$ cat config.mk
export PLATFORM = sky130hd
export DESIGN_NAME = reg_file_mp_flat
export DESIGN_NICKNAME = d
export VERILOG_FILES = /design/src/rtl/reg_file_mp_pkg.sv /design/src/rtl/reg_file_mp_if.sv /design/src/rtl/reg_file_mp_scoreboard.sv /design/src/rtl/reg_file_mp.sv /design/src/flat_wrapper.sv
export SDC_FILE = /design/constraint.sdc
export NUM_CORES = 2
export LEC_CHECK = 0
export BUFFER_PORTS_ARGS = -buffer_cell sky130_fd_sc_hd__buf_4
export CORE_MARGIN = 4
export CORE_UTILIZATION = 40
export CTS_CLUSTER_DIAMETER = 50
export DETAILED_ROUTE_END_ITERATION = 16
export GPL_TIMING_DRIVEN = 0
export PLACE_DENSITY = 0.53
export SETUP_SLACK_MARGIN = 0.3
export SKIP_LAST_GASP = 1
export SYNTH_ARGS = -nofsm -noshare
export SYNTH_HDL_FRONTEND = slang
export SYNTH_SLANG_ARGS = --single-unit
$ cat constraint.sdc
create_clock -name clk_i -period 61.3 [get_ports clk_i]
set_input_delay 3.065 -clock clk_i [delete_from_list [all_inputs] [get_ports clk_i]]
set_output_delay 3.065 -clock clk_i [all_outputs]
set_load 0.005 [all_outputs]
$ cat src/rtl/reg_file_mp_pkg.sv
`default_nettype none
// +----------------------------------------------------------------------------+
// | reg_file_mp_pkg : shared register-file constants and clear-FSM state type  |
// | Rev 1.0                                                                    |
// +----------------------------------------------------------------------------+
package reg_file_mp_pkg;

   localparam int          c_DATA_W   = 32;
   localparam int          c_ADDR_W   = 5;
   localparam int          c_SP_IDX   = 29;
   localparam int          c_LINK_IDX = 31;
   localparam logic [31:0] c_SP_RESET = 32'd128;

   typedef enum logic [0:0] {
      IDLE  = 1'b0,
      CLEAR = 1'b1
   } rf_state_e;

endpackage : reg_file_mp_pkg
`default_nettype wire

$ cat src/rtl/reg_file_mp_if.sv
`default_nettype none
// +----------------------------------------------------------------------------+
// | reg_file_mp_if : read/write/link/scoreboard/clear bundle of reg_file_mp    |
// | Rev 1.0                                                                    |
// +----------------------------------------------------------------------------+
interface reg_file_mp_if
   import reg_file_mp_pkg::*;
#(
   parameter int DATA_W = c_DATA_W,
   parameter int ADDR_W = c_ADDR_W
);
   logic [ADDR_W-1:0] rs_addr_i;
   logic [ADDR_W-1:0] rt_addr_i;
   logic [DATA_W-1:0] rs_data_o;
   logic [DATA_W-1:0] rt_data_o;
   logic              wr_en_i;
   logic [ADDR_W-1:0] wr_addr_i;
   logic [DATA_W-1:0] wr_data_i;
   logic              link_en_i;
   logic [DATA_W-1:0] link_data_i;
   logic [DATA_W-1:0] link_o;
   logic              issue_en_i;
   logic [ADDR_W-1:0] issue_addr_i;
   logic              rs_busy_o;
   logic              rt_busy_o;
   logic              clear_i;
   logic              clear_busy_o;
   logic              clear_done_o;

   modport master (
      output rs_addr_i, rt_addr_i, wr_en_i, wr_addr_i, wr_data_i,
             link_en_i, link_data_i, issue_en_i, issue_addr_i, clear_i,
      input  rs_data_o, rt_data_o, link_o, rs_busy_o, rt_busy_o,
             clear_busy_o, clear_done_o
   );

   modport slave (
      input  rs_addr_i, rt_addr_i, wr_en_i, wr_addr_i, wr_data_i,
             link_en_i, link_data_i, issue_en_i, issue_addr_i, clear_i,
      output rs_data_o, rt_data_o, link_o, rs_busy_o, rt_busy_o,
             clear_busy_o, clear_done_o
   );
endinterface : reg_file_mp_if
`default_nettype wire

$ cat src/rtl/reg_file_mp_scoreboard.sv
`default_nettype none
// +----------------------------------------------------------------------------+
// | rf_scoreboard : per-register pending-write bits for hazard detection       |
// | Rev 1.0                                                                    |
// +----------------------------------------------------------------------------+
module rf_scoreboard #(
   parameter int ADDR_W = 5
) (
   input  logic              clk_i,
   input  logic              rst_i,
   input  logic              i_set_en,
   input  logic [ADDR_W-1:0] i_set_addr,
   input  logic              i_wr_en,
   input  logic [ADDR_W-1:0] i_wr_addr,
   input  logic              i_link_en,
   input  logic [ADDR_W-1:0] i_link_addr,
   input  logic              i_seq_en,
   input  logic [ADDR_W-1:0] i_seq_addr,
   input  logic [ADDR_W-1:0] i_rd_a_addr,
   input  logic [ADDR_W-1:0] i_rd_b_addr,
   output logic              o_busy_a,
   output logic              o_busy_b
);
   localparam int NUM_REGS = 2**ADDR_W;

   logic [NUM_REGS-1:0] r_pend;
   logic [NUM_REGS-1:0] w_set;
   logic [NUM_REGS-1:0] w_clr;

   function automatic logic [NUM_REGS-1:0] f_onehot(input logic en, input logic [ADDR_W-1:0] a);
      f_onehot = '0;
      if (en) f_onehot[a] = 1'b1;
   endfunction

   always_comb begin
      w_set    = f_onehot(i_set_en, i_set_addr);
      w_set[0] = 1'b0;
      w_clr    = f_onehot(i_wr_en, i_wr_addr) | f_onehot(i_link_en, i_link_addr)
               | f_onehot(i_seq_en, i_seq_addr);
   end

   // Set after clear: an issue landing on a just-written index keeps it pending.
   always_ff @(posedge clk_i or posedge rst_i) begin
      if (rst_i) r_pend <= '0;
      else       r_pend <= (r_pend & ~w_clr) | w_set;
   end

   assign o_busy_a = r_pend[i_rd_a_addr];
   assign o_busy_b = r_pend[i_rd_b_addr];
endmodule : rf_scoreboard
`default_nettype wire

$ cat src/rtl/reg_file_mp.sv
`default_nettype none
// +----------------------------------------------------------------------------+
// | reg_file_mp : 2R + main/link write register file, bypass, scoreboard, clear|
// | Rev 1.0                                                                    |
// +----------------------------------------------------------------------------+
module reg_file_mp
   import reg_file_mp_pkg::*;
#(
   parameter int                DATA_W   = c_DATA_W,
   parameter int                ADDR_W   = c_ADDR_W,
   parameter int                SP_IDX   = c_SP_IDX,
   parameter logic [DATA_W-1:0] SP_RESET = DATA_W'(c_SP_RESET),
   parameter int                LINK_IDX = c_LINK_IDX,
   parameter bit                BYPASS   = 1'b1
) (
   input  logic         clk_i,
   input  logic         rst_i,
   reg_file_mp_if.slave bus
);
   localparam int                NUM_REGS = 2**ADDR_W;
   localparam logic [ADDR_W-1:0] c_LINK   = ADDR_W'(LINK_IDX);
   localparam logic [ADDR_W-1:0] c_SP     = ADDR_W'(SP_IDX);

   rf_state_e         r_state;
   rf_state_e         w_state_nxt;
   logic [ADDR_W-1:0] r_clr_idx;
   logic [DATA_W-1:0] r_regs [NUM_REGS];
   logic              w_clearing;
   logic              w_link_we;
   logic              w_main_we;
   logic              w_clear_busy;
   logic              w_clear_done;
   logic [DATA_W-1:0] w_clr_val;

   assign w_clearing = (r_state == CLEAR);
   assign w_link_we  = bus.link_en_i && !w_clearing && (c_LINK != '0);
   // Link port owns LINK_IDX when both ports target it.
   assign w_main_we  = bus.wr_en_i && !w_clearing && (bus.wr_addr_i != '0)
                     && !(w_link_we && (bus.wr_addr_i == c_LINK));
   assign w_clr_val  = (r_clr_idx == c_SP) ? SP_RESET : '0;

   always_ff @(posedge clk_i or posedge rst_i) begin
      if (rst_i) begin
         for (int i = 0; i < NUM_REGS; i++)
            r_regs[i] <= (i == SP_IDX) ? SP_RESET : '0;
      end else if (w_clearing) begin
         r_regs[r_clr_idx] <= w_clr_val;
      end else begin
         if (w_main_we) r_regs[bus.wr_addr_i] <= bus.wr_data_i;
         if (w_link_we) r_regs[c_LINK]        <= bus.link_data_i;
      end
   end

   for (genvar p = 0; p < 2; p++) begin : g_rd
      logic [ADDR_W-1:0] w_addr;
      logic [DATA_W-1:0] w_data;
      assign w_addr = (p == 0) ? bus.rs_addr_i : bus.rt_addr_i;
      always_comb begin
         w_data = r_regs[w_addr];
         if (w_addr == '0)
            w_data = '0;
         else if (BYPASS && w_link_we && (w_addr == c_LINK))
            w_data = bus.link_data_i;
         else if (BYPASS && w_main_we && (w_addr == bus.wr_addr_i))
            w_data = bus.wr_data_i;
      end
   end

   assign bus.rs_data_o = g_rd[0].w_data;
   assign bus.rt_data_o = g_rd[1].w_data;
   assign bus.link_o    = r_regs[c_LINK];

   always_ff @(posedge clk_i or posedge rst_i) begin
      if (rst_i) begin
         r_state   <= IDLE;
         r_clr_idx <= '0;
      end else begin
         r_state   <= w_state_nxt;
         r_clr_idx <= w_clearing ? r_clr_idx + 1'b1 : '0;
      end
   end

   always_comb begin
      w_state_nxt  = r_state;
      w_clear_busy = 1'b0;
      w_clear_done = 1'b0;
      case (r_state)
         IDLE: begin
            if (bus.clear_i) w_state_nxt = CLEAR;
         end
         CLEAR: begin
            w_clear_busy = 1'b1;
            if (r_clr_idx == ADDR_W'(NUM_REGS - 1)) begin
               w_clear_done = 1'b1;
               w_state_nxt  = IDLE;
            end
         end
         default: w_state_nxt = IDLE;
      endcase
   end

   assign bus.clear_busy_o = w_clear_busy;
   assign bus.clear_done_o = w_clear_done;

   rf_scoreboard #(
      .ADDR_W (ADDR_W)
   ) u_scoreboard (
      .clk_i       (clk_i),
      .rst_i       (rst_i),
      .i_set_en    (bus.issue_en_i && !w_clearing),
      .i_set_addr  (bus.issue_addr_i),
      .i_wr_en     (w_main_we),
      .i_wr_addr   (bus.wr_addr_i),
      .i_link_en   (w_link_we),
      .i_link_addr (c_LINK),
      .i_seq_en    (w_clearing),
      .i_seq_addr  (r_clr_idx),
      .i_rd_a_addr (bus.rs_addr_i),
      .i_rd_b_addr (bus.rt_addr_i),
      .o_busy_a    (bus.rs_busy_o),
      .o_busy_b    (bus.rt_busy_o)
   );
endmodule : reg_file_mp
`default_nettype wire

$ cat src/flat_wrapper.sv
// flat-port wrapper written by rule: the top's interface ports become plain ports
module reg_file_mp_flat import reg_file_mp_pkg::*;
#(
   parameter int                DATA_W   = c_DATA_W,
   parameter int                ADDR_W   = c_ADDR_W,
   parameter int                SP_IDX   = c_SP_IDX,
   parameter logic [DATA_W-1:0] SP_RESET = DATA_W'(c_SP_RESET),
   parameter int                LINK_IDX = c_LINK_IDX,
   parameter bit                BYPASS   = 1'b1
)
  (clk_i, rst_i, bus_rs_addr_i, bus_rt_addr_i, bus_wr_en_i, bus_wr_addr_i, bus_wr_data_i, bus_link_en_i, bus_link_data_i, bus_issue_en_i, bus_issue_addr_i, bus_clear_i, bus_rs_data_o, bus_rt_data_o, bus_link_o, bus_rs_busy_o, bus_rt_busy_o, bus_clear_busy_o, bus_clear_done_o);
  reg_file_mp_if #(.DATA_W(DATA_W), .ADDR_W(ADDR_W)) bus_i ();
  input  logic clk_i;
  input  logic rst_i;
  input wire logic [$bits(bus_i.rs_addr_i)-1:0] bus_rs_addr_i;
  input wire logic [$bits(bus_i.rt_addr_i)-1:0] bus_rt_addr_i;
  input wire logic [$bits(bus_i.wr_en_i)-1:0] bus_wr_en_i;
  input wire logic [$bits(bus_i.wr_addr_i)-1:0] bus_wr_addr_i;
  input wire logic [$bits(bus_i.wr_data_i)-1:0] bus_wr_data_i;
  input wire logic [$bits(bus_i.link_en_i)-1:0] bus_link_en_i;
  input wire logic [$bits(bus_i.link_data_i)-1:0] bus_link_data_i;
  input wire logic [$bits(bus_i.issue_en_i)-1:0] bus_issue_en_i;
  input wire logic [$bits(bus_i.issue_addr_i)-1:0] bus_issue_addr_i;
  input wire logic [$bits(bus_i.clear_i)-1:0] bus_clear_i;
  output wire logic [$bits(bus_i.rs_data_o)-1:0] bus_rs_data_o;
  output wire logic [$bits(bus_i.rt_data_o)-1:0] bus_rt_data_o;
  output wire logic [$bits(bus_i.link_o)-1:0] bus_link_o;
  output wire logic [$bits(bus_i.rs_busy_o)-1:0] bus_rs_busy_o;
  output wire logic [$bits(bus_i.rt_busy_o)-1:0] bus_rt_busy_o;
  output wire logic [$bits(bus_i.clear_busy_o)-1:0] bus_clear_busy_o;
  output wire logic [$bits(bus_i.clear_done_o)-1:0] bus_clear_done_o;
  assign bus_i.rs_addr_i = bus_rs_addr_i;
  assign bus_i.rt_addr_i = bus_rt_addr_i;
  assign bus_i.wr_en_i = bus_wr_en_i;
  assign bus_i.wr_addr_i = bus_wr_addr_i;
  assign bus_i.wr_data_i = bus_wr_data_i;
  assign bus_i.link_en_i = bus_link_en_i;
  assign bus_i.link_data_i = bus_link_data_i;
  assign bus_i.issue_en_i = bus_issue_en_i;
  assign bus_i.issue_addr_i = bus_issue_addr_i;
  assign bus_i.clear_i = bus_clear_i;
  assign bus_rs_data_o = bus_i.rs_data_o;
  assign bus_rt_data_o = bus_i.rt_data_o;
  assign bus_link_o = bus_i.link_o;
  assign bus_rs_busy_o = bus_i.rs_busy_o;
  assign bus_rt_busy_o = bus_i.rt_busy_o;
  assign bus_clear_busy_o = bus_i.clear_busy_o;
  assign bus_clear_done_o = bus_i.clear_done_o;
  reg_file_mp #(.DATA_W(DATA_W), .ADDR_W(ADDR_W), .SP_IDX(SP_IDX), .SP_RESET(SP_RESET), .LINK_IDX(LINK_IDX), .BYPASS(BYPASS)) u_core (.clk_i(clk_i), .rst_i(rst_i), .bus(bus_i));
endmodule
======== After elaboration in Yosys (flattened, before gate mapping) ========
Index checks and enable logic that the tools add are counted.
cells by class
  add/subtract/negate cells ............... 1
  order comparisons ....................... 14
  equal/unequal tests ..................... 7
  multiplexer cells ....................... 43
  bitwise gates (word level) .............. 10
  reduce and logical (&&, ||, !) cells .... 22
operators with widths
  operator                                                                              count
  1024-bit bitwise mux                                                                  2
  1024-bit two-way mux                                                                  2
  32-bit two-way mux                                                                    17
  32-bit binary-select mux with 5-bit select                                            2
  32-bit demux with 5-bit select                                                        2
  32-bit OR                                                                             3
  32-bit bitwise AND                                                                    1
  32-bit inverter                                                                       1
  5-bit by 6-bit < comparator with 1-bit output (second input constant)                 5
  5-bit equality test (second input constant)                                           5
  6-bit greater-or-equal comparator (second input constant)                             4
  5-bit inverter with 6-bit output                                                      4
  1-bit demux with 5-bit select                                                         3
  5-bit by 1-bit greater-or-equal comparator with 1-bit output (second input constant)  3
  1-bit logical AND                                                                     15
  6-bit by 1-bit < comparator with 1-bit output (second input constant)                 2
  1-bit binary-select mux with 5-bit select                                             2
  5-bit equality test                                                                   2
  5-bit zero test                                                                       2
  1-bit two-way mux                                                                     10
  8-bit two-way mux                                                                     1
  5-bit by 1-bit adder with 5-bit output (second input constant)                        1
  5-bit two-way mux                                                                     1
  5-bit nonzero test                                                                    1
  5 further kinds                                                                       6
storage, ports and cells
  register bits ........................... 1,062

======== Longest topological paths before layout ========
  depth in word-level cells ............... 11
  depth in mapped cells ................... 11
  mapped depth without buffers ............ 7

======== Modules after synthesis ========
A second synthesis with hierarchy kept.
second synthesis, totals
  cells, all modules ...................... 5,462
  area, all modules ....................... 61,669.1 µm²
modules (own cells, without submodules)
  module         instances  cells each  area each (µm²)  seq. area each (µm²)
  reg_file_mp    1          5,158       59,146.7         25,776.0
  rf_scoreboard  1          304         2,522.4          800.8

======== Least setup slack after synthesis ========
OpenSTA, ideal clock, no wires.
  path type ............................... input port to output port
  start ................................... input bus_rs_addr_i[1]
  end ..................................... output bus_rs_data_o[5]
  arrival ................................. 4.984 ns
  required time ........................... 58.235 ns
  setup slack ............................. 53.251 ns
  stages on the path ...................... 7
  path through ............................ buf_2 buf_2 buf_1 mux4_2 mux4_2 a222oi_1 o21ai_0
between the ends
  cells in the longest elaborated chain, start to end .. 7
ends and longest elaborated chain
  what                                                    line                source
  start: declaration                                      flat_wrapper.sv:15  input wire logic [$bits(bus_i.rs_addr_i)-1:0] bus_rs_addr_i;
  5-bit inverter with 6-bit output (not written as such)  reg_file_mp.sv:59   w_data = r_regs[w_addr];
  32-bit binary-select mux with 5-bit select              reg_file_mp.sv:59
  32-bit two-way mux (not written as such) (2 in series)  reg_file_mp.sv:59
  32-bit two-way mux                                      reg_file_mp.sv:64   else if (BYPASS && w_main_we && (w_addr == bus.wr_addr_i))
  32-bit two-way mux                                      reg_file_mp.sv:62   else if (BYPASS && w_link_we && (w_addr == c_LINK))
  32-bit two-way mux (*)                                  reg_file_mp.sv:60   if (w_addr == '0)
  end: declaration                                        flat_wrapper.sv:25  output wire logic [$bits(bus_i.rs_data_o)-1:0] bus_rs_data_o;
Every way passes the cells marked *; elsewhere a longest branch is shown, timed or not. The select of a mux whose other input is x is not followed.

======== Worst setup path in the final report ========
  start ................................... input bus_rs_addr_i[1]
  end ..................................... output bus_rs_data_o[1]
The elaborated chain is that of the path after synthesis.

==> impl_metrics.json <==
{
  "globalplace.congestion": 1.115,
  "tightest_slew_ps": 1706,
  "io-pin-count": 190,
  "yosys.area_share.simple_pct": 8.339,
  "grt_max_degree": 119,
  "outcome": "finished with violations",
  "cp_slowest_cell": "clkbuf_1",
  "synthAdderAreaFrac_pct": 0.1066,
  "cts_repair_resize_count": 0,
  "worstPathMaxFanout": 10,
  "timing.hold.worst.class": "reg2reg",
  "async_flop_share_pct": 100.0,
  "antenna_violating_nets_post_route": 0,
  "worstSkewPairLatency_ps": 840,
  "rsz0062_at_grt": "no",
  "post_cts_hold_buffer_count": 0,
  "syn-num-nets": 5187,
  "grt_first_pass_wirelength_um": 511700,
  "netlist-cell-type-count": 65,
  "synthesized_instance_count": 5092,
  "area_growth_syn_to_layout_pct": 15.76,
  "synth_xor_area_share_pct": 0.1791,
  "total_die_area_sq_mm": 0.1529,
  "worst_endpoint_data_arrival_time_ps": 9560,
  "yosysSeqAreaShare_pct": 45.30,
  "drv.max_cap_violation_count": 26,
  "setup-violations-final": 0,
  "grt_antenna_before_repair": 55,
  "synth_area_per_cell_sq_um": 11.52,
  "post-dp-hpwl_um": 291100,
  "drt_first_pass_iters": 10,
  "clkSinkCount": 1062,
  "bufs_on_longest_clock_path": 3,
  "place.port_buffers": 160,
  "synth_largest_type_area_fraction_pct": 45.25,
  "final_layout_size_suffix_gt1_share_pct": 22.12,
  "num_vias": 56002,
  "maxClockFrequency_mhz": 79.22,
  "violations": "max-capacitance violations, max-slew violations",
  "cellPowerDensity_mw_per_mm2": 32.59,
  "final.hold.worst_slack_ps": 498.0,
  "synth-edff-count": 0,
  "clock-skew-final_ps": 30.40,
  "clockRootBuffer": "clkbuf_16",
  "slew_margin_rel_pct": -13.72,
  "grt_use_total_pct": 51.08,
  "layout.nets": 5520,
  "yosys-mux-area-fraction_pct": 23.03,
  "layout_min_cycle_time_ps": 12620,
  "detail_route.vias_per_cell": 7.470,
  "dominant_combinational_cell_family_by_area_after_synthesis": "multiplexers",
  "post_synthesis_register_bit_count": 1062,
  "power.ir.vdd_worst_v": 0.00002770,
  "ff2ff_path_depth": 6,
  "clkSlewWorstSetupHoldPaths_ps": 50,
  "core_area_sq_mm": 0.1457,
  "p_leak_uw": 0.02880,
  "first_global_vias": 51566,
  "post_synth_main_area_contributors": "dfrtp_1 45%, mux4_2 18%, a22o_1 7.6%, nand2_1 4.9%, mux2i_1 4.5%",
  "numCtsBuffers": 149,
  "synth-main-ff-cell": "dfrtp_1",
  "fp.dieH_um": 391.0,
  "synth.yosys.warnings": 0,
  "fillerInstances": 13666,
  "global_route.overflow_total": 0,
  "cp_cell_sequence": "buf_2 > buf_2 > buf_2 > nand2b_1 > clkbuf_1 > o22ai_1 > nor3_1 > nor4_1 > a21oi_1 > a21oi_1 > buf_4",
  "min_delay_path_depth": 2,
  "critPathKind": "in2out",
  "start_kind": "input pin",
  "critPathMostFrequentCell": "buf_2",
  "synth_top_cell_by_area": "dfrtp_1",
  "drt_iter0_markers": 10195,
  "fp-row-count": 140,
  "timing_max_transition_violations_final": 221,
  "effective_utilization_at_floorplan_pct": 40.26,
  "synthesis.area_sq_mm": 0.05867,
  "htreeDepth": 4,
  "synth_compound_area_share_pct": 18.05,
  "cts.repair_timing.setup_buffer_count": 0,
  "drt-total-wl_um": 397100,
  "wl_per_cell_um": 52.97,
  "report.power.total_uw": 2213,
  "final_total_negative_setup_slack_ps": 0,
  "die_x_um": 391.0,
  "worst-endpoint-required_ps": 58240,
  "worstSetupEndpointType": "primary output",
  "post-route-drc-count": 0,
  "postLayoutCoreUtil_pct": 46.60,
  "fin_crit_sh_pct": 20.59,
  "hold_viol": 0,
  "tritoncts_clock_tree": "done",
  "max_stage_delay_ps": 1050
}
cell usage in the layout (no fill, tap or decap), types with 50 or more instances in the layout:
| cell type | count |
|---|---|
| a21oi_1 | 118 |
| a22o_1 | 512 |
| a22oi_1 | 78 |
| and2_1 | 50 |
| buf_2 | 155 |
| buf_4 | 234 |
| clkbuf_1 | 359 |
| clkbuf_16 | 154 |
| dfrtp_1 | 1061 |
| mux2i_1 | 264 |
| mux4_2 | 458 |
| nand2_1 | 770 |
| nor2_1 | 79 |
| nor3_1 | 66 |
| o21ai_0 | 284 |
| o22ai_1 | 101 |
| o31ai_1 | 242 |
worst max-delay path: cells and delay by family:
kind | cells | cell delay, ps
buf+inv | 5 | 3070
simple gates | 3 | 1880
compound gates | 3 | 1440
report_power, final:
part / total, uW / switching (uW) / internal (uW)
Combinational: 505 / 361 / 144
Sequential: 796 / 51.7 / 744
Clock: 912 / 373 / 539
Total: 2210 / 786 / 1430
registers in the layout, indices dropped and copies added, names as in the netlist:
name,flops
u_core.r_state,1
u_core.bus.link_o,32
u_core.r_clr_idx,5
u_core.r_regs,992
u_core.u_scoreboard.r_pend,32
routing by layer:
| metal | vias up | track usage (%) | wire length, um |
|---|---|---|---|
| li1 | 20112 | - | - |
| met1 | 29097 | 64.01 | 144200 |
| met2 | 5484 | 63.51 | 147300 |
| met3 | 1285 | 29.98 | 68090 |
| met4 | 24 | 37.85 | 37170 |
| met5 | - | 1.404 | 287 |
cell type report:
class                   instances  area [sq um]  area share, %
multi-input cells            3376         29220          43.02
diodes                         34         85.08         0.1253
clock inverters                71         800.8          1.179
inverters                      27         108.9         0.1603
flip-flops and latches       1062         26580          39.13
plain buffers                 627          2874          4.232
clock buffers                 201          4270          6.288
well taps                    1917          2399          3.532
repair buffers                182          1580          2.327
logic make-up after synthesis:
family          count (synthesis)
compound gates               1460
mux                           771
flops                        1062
xor+xnor                       12
fa+ha+maj                       5
buf+inv                       654
simple gates                 1128
per-stage QoR:
step                      std cells  setup WS (ps)  cell area [sq um]
after floorplan                5092          28340              58670
after global placement         7169          14200              62270
after detailed placement       7190          49560              62730
after CTS                      7462          49550              67800
after global routing           7465          49200              67830
final                          7497          48680              67910
cells in the mapped netlist, types with 4 or more instances:
master / number
clkbuf_1: 362
a21oi_2: 6
ha_1: 5
a21o_1: 16
a22oi_1: 78
mux4_2: 458
o21ai_1: 12
mux2i_1: 264
or3_1: 8
nand2b_1: 47
a21oi_1: 118
nand2_1: 770
a222oi_1: 14
a22o_1: 512
nor4_1: 21
o31ai_1: 242
nor2b_1: 23
nor3_1: 68
nand3_1: 14
xnor2_1: 11
buf_4: 66
and4_1: 5
or2_2: 7
mux2_2: 49
nor2_1: 82
o22ai_1: 101
buf_2: 150
and2_1: 50
inv_1: 27
o221ai_1: 15
a32o_1: 7
nor3b_1: 8
dfrtp_1: 1061
buf_6: 6
o41ai_1: 5
o21ai_0: 284
nand3b_1: 4
a221oi_1: 19
and3_1: 5
buf_1: 43
a211oi_1: 12
worst paths after layout:
kind	slack [ps]	start	endpoint
worst max register to register	55820	u_core.r_state$_DFF_PP0_	u_core.r_regs[300]$_DFFE_PP0P_
max in group asynchronous	56160	rst_i	u_core.r_regs[527]$_DFFE_PP0P_
worst min register to register	500	u_core.r_regs[699]$_DFFE_PP0P_	u_core.r_regs[699]$_DFFE_PP0P_
worst max-delay path	48680	bus_rs_addr_i[1]	bus_rs_data_o[1]
worst min-delay path	500	u_core.r_regs[699]$_DFFE_PP0P_	u_core.r_regs[699]$_DFFE_PP0P_
min in group asynchronous	2330	rst_i	u_core.r_regs[947]$_DFFE_PP0P_
(Power assumes the default switching activity.)
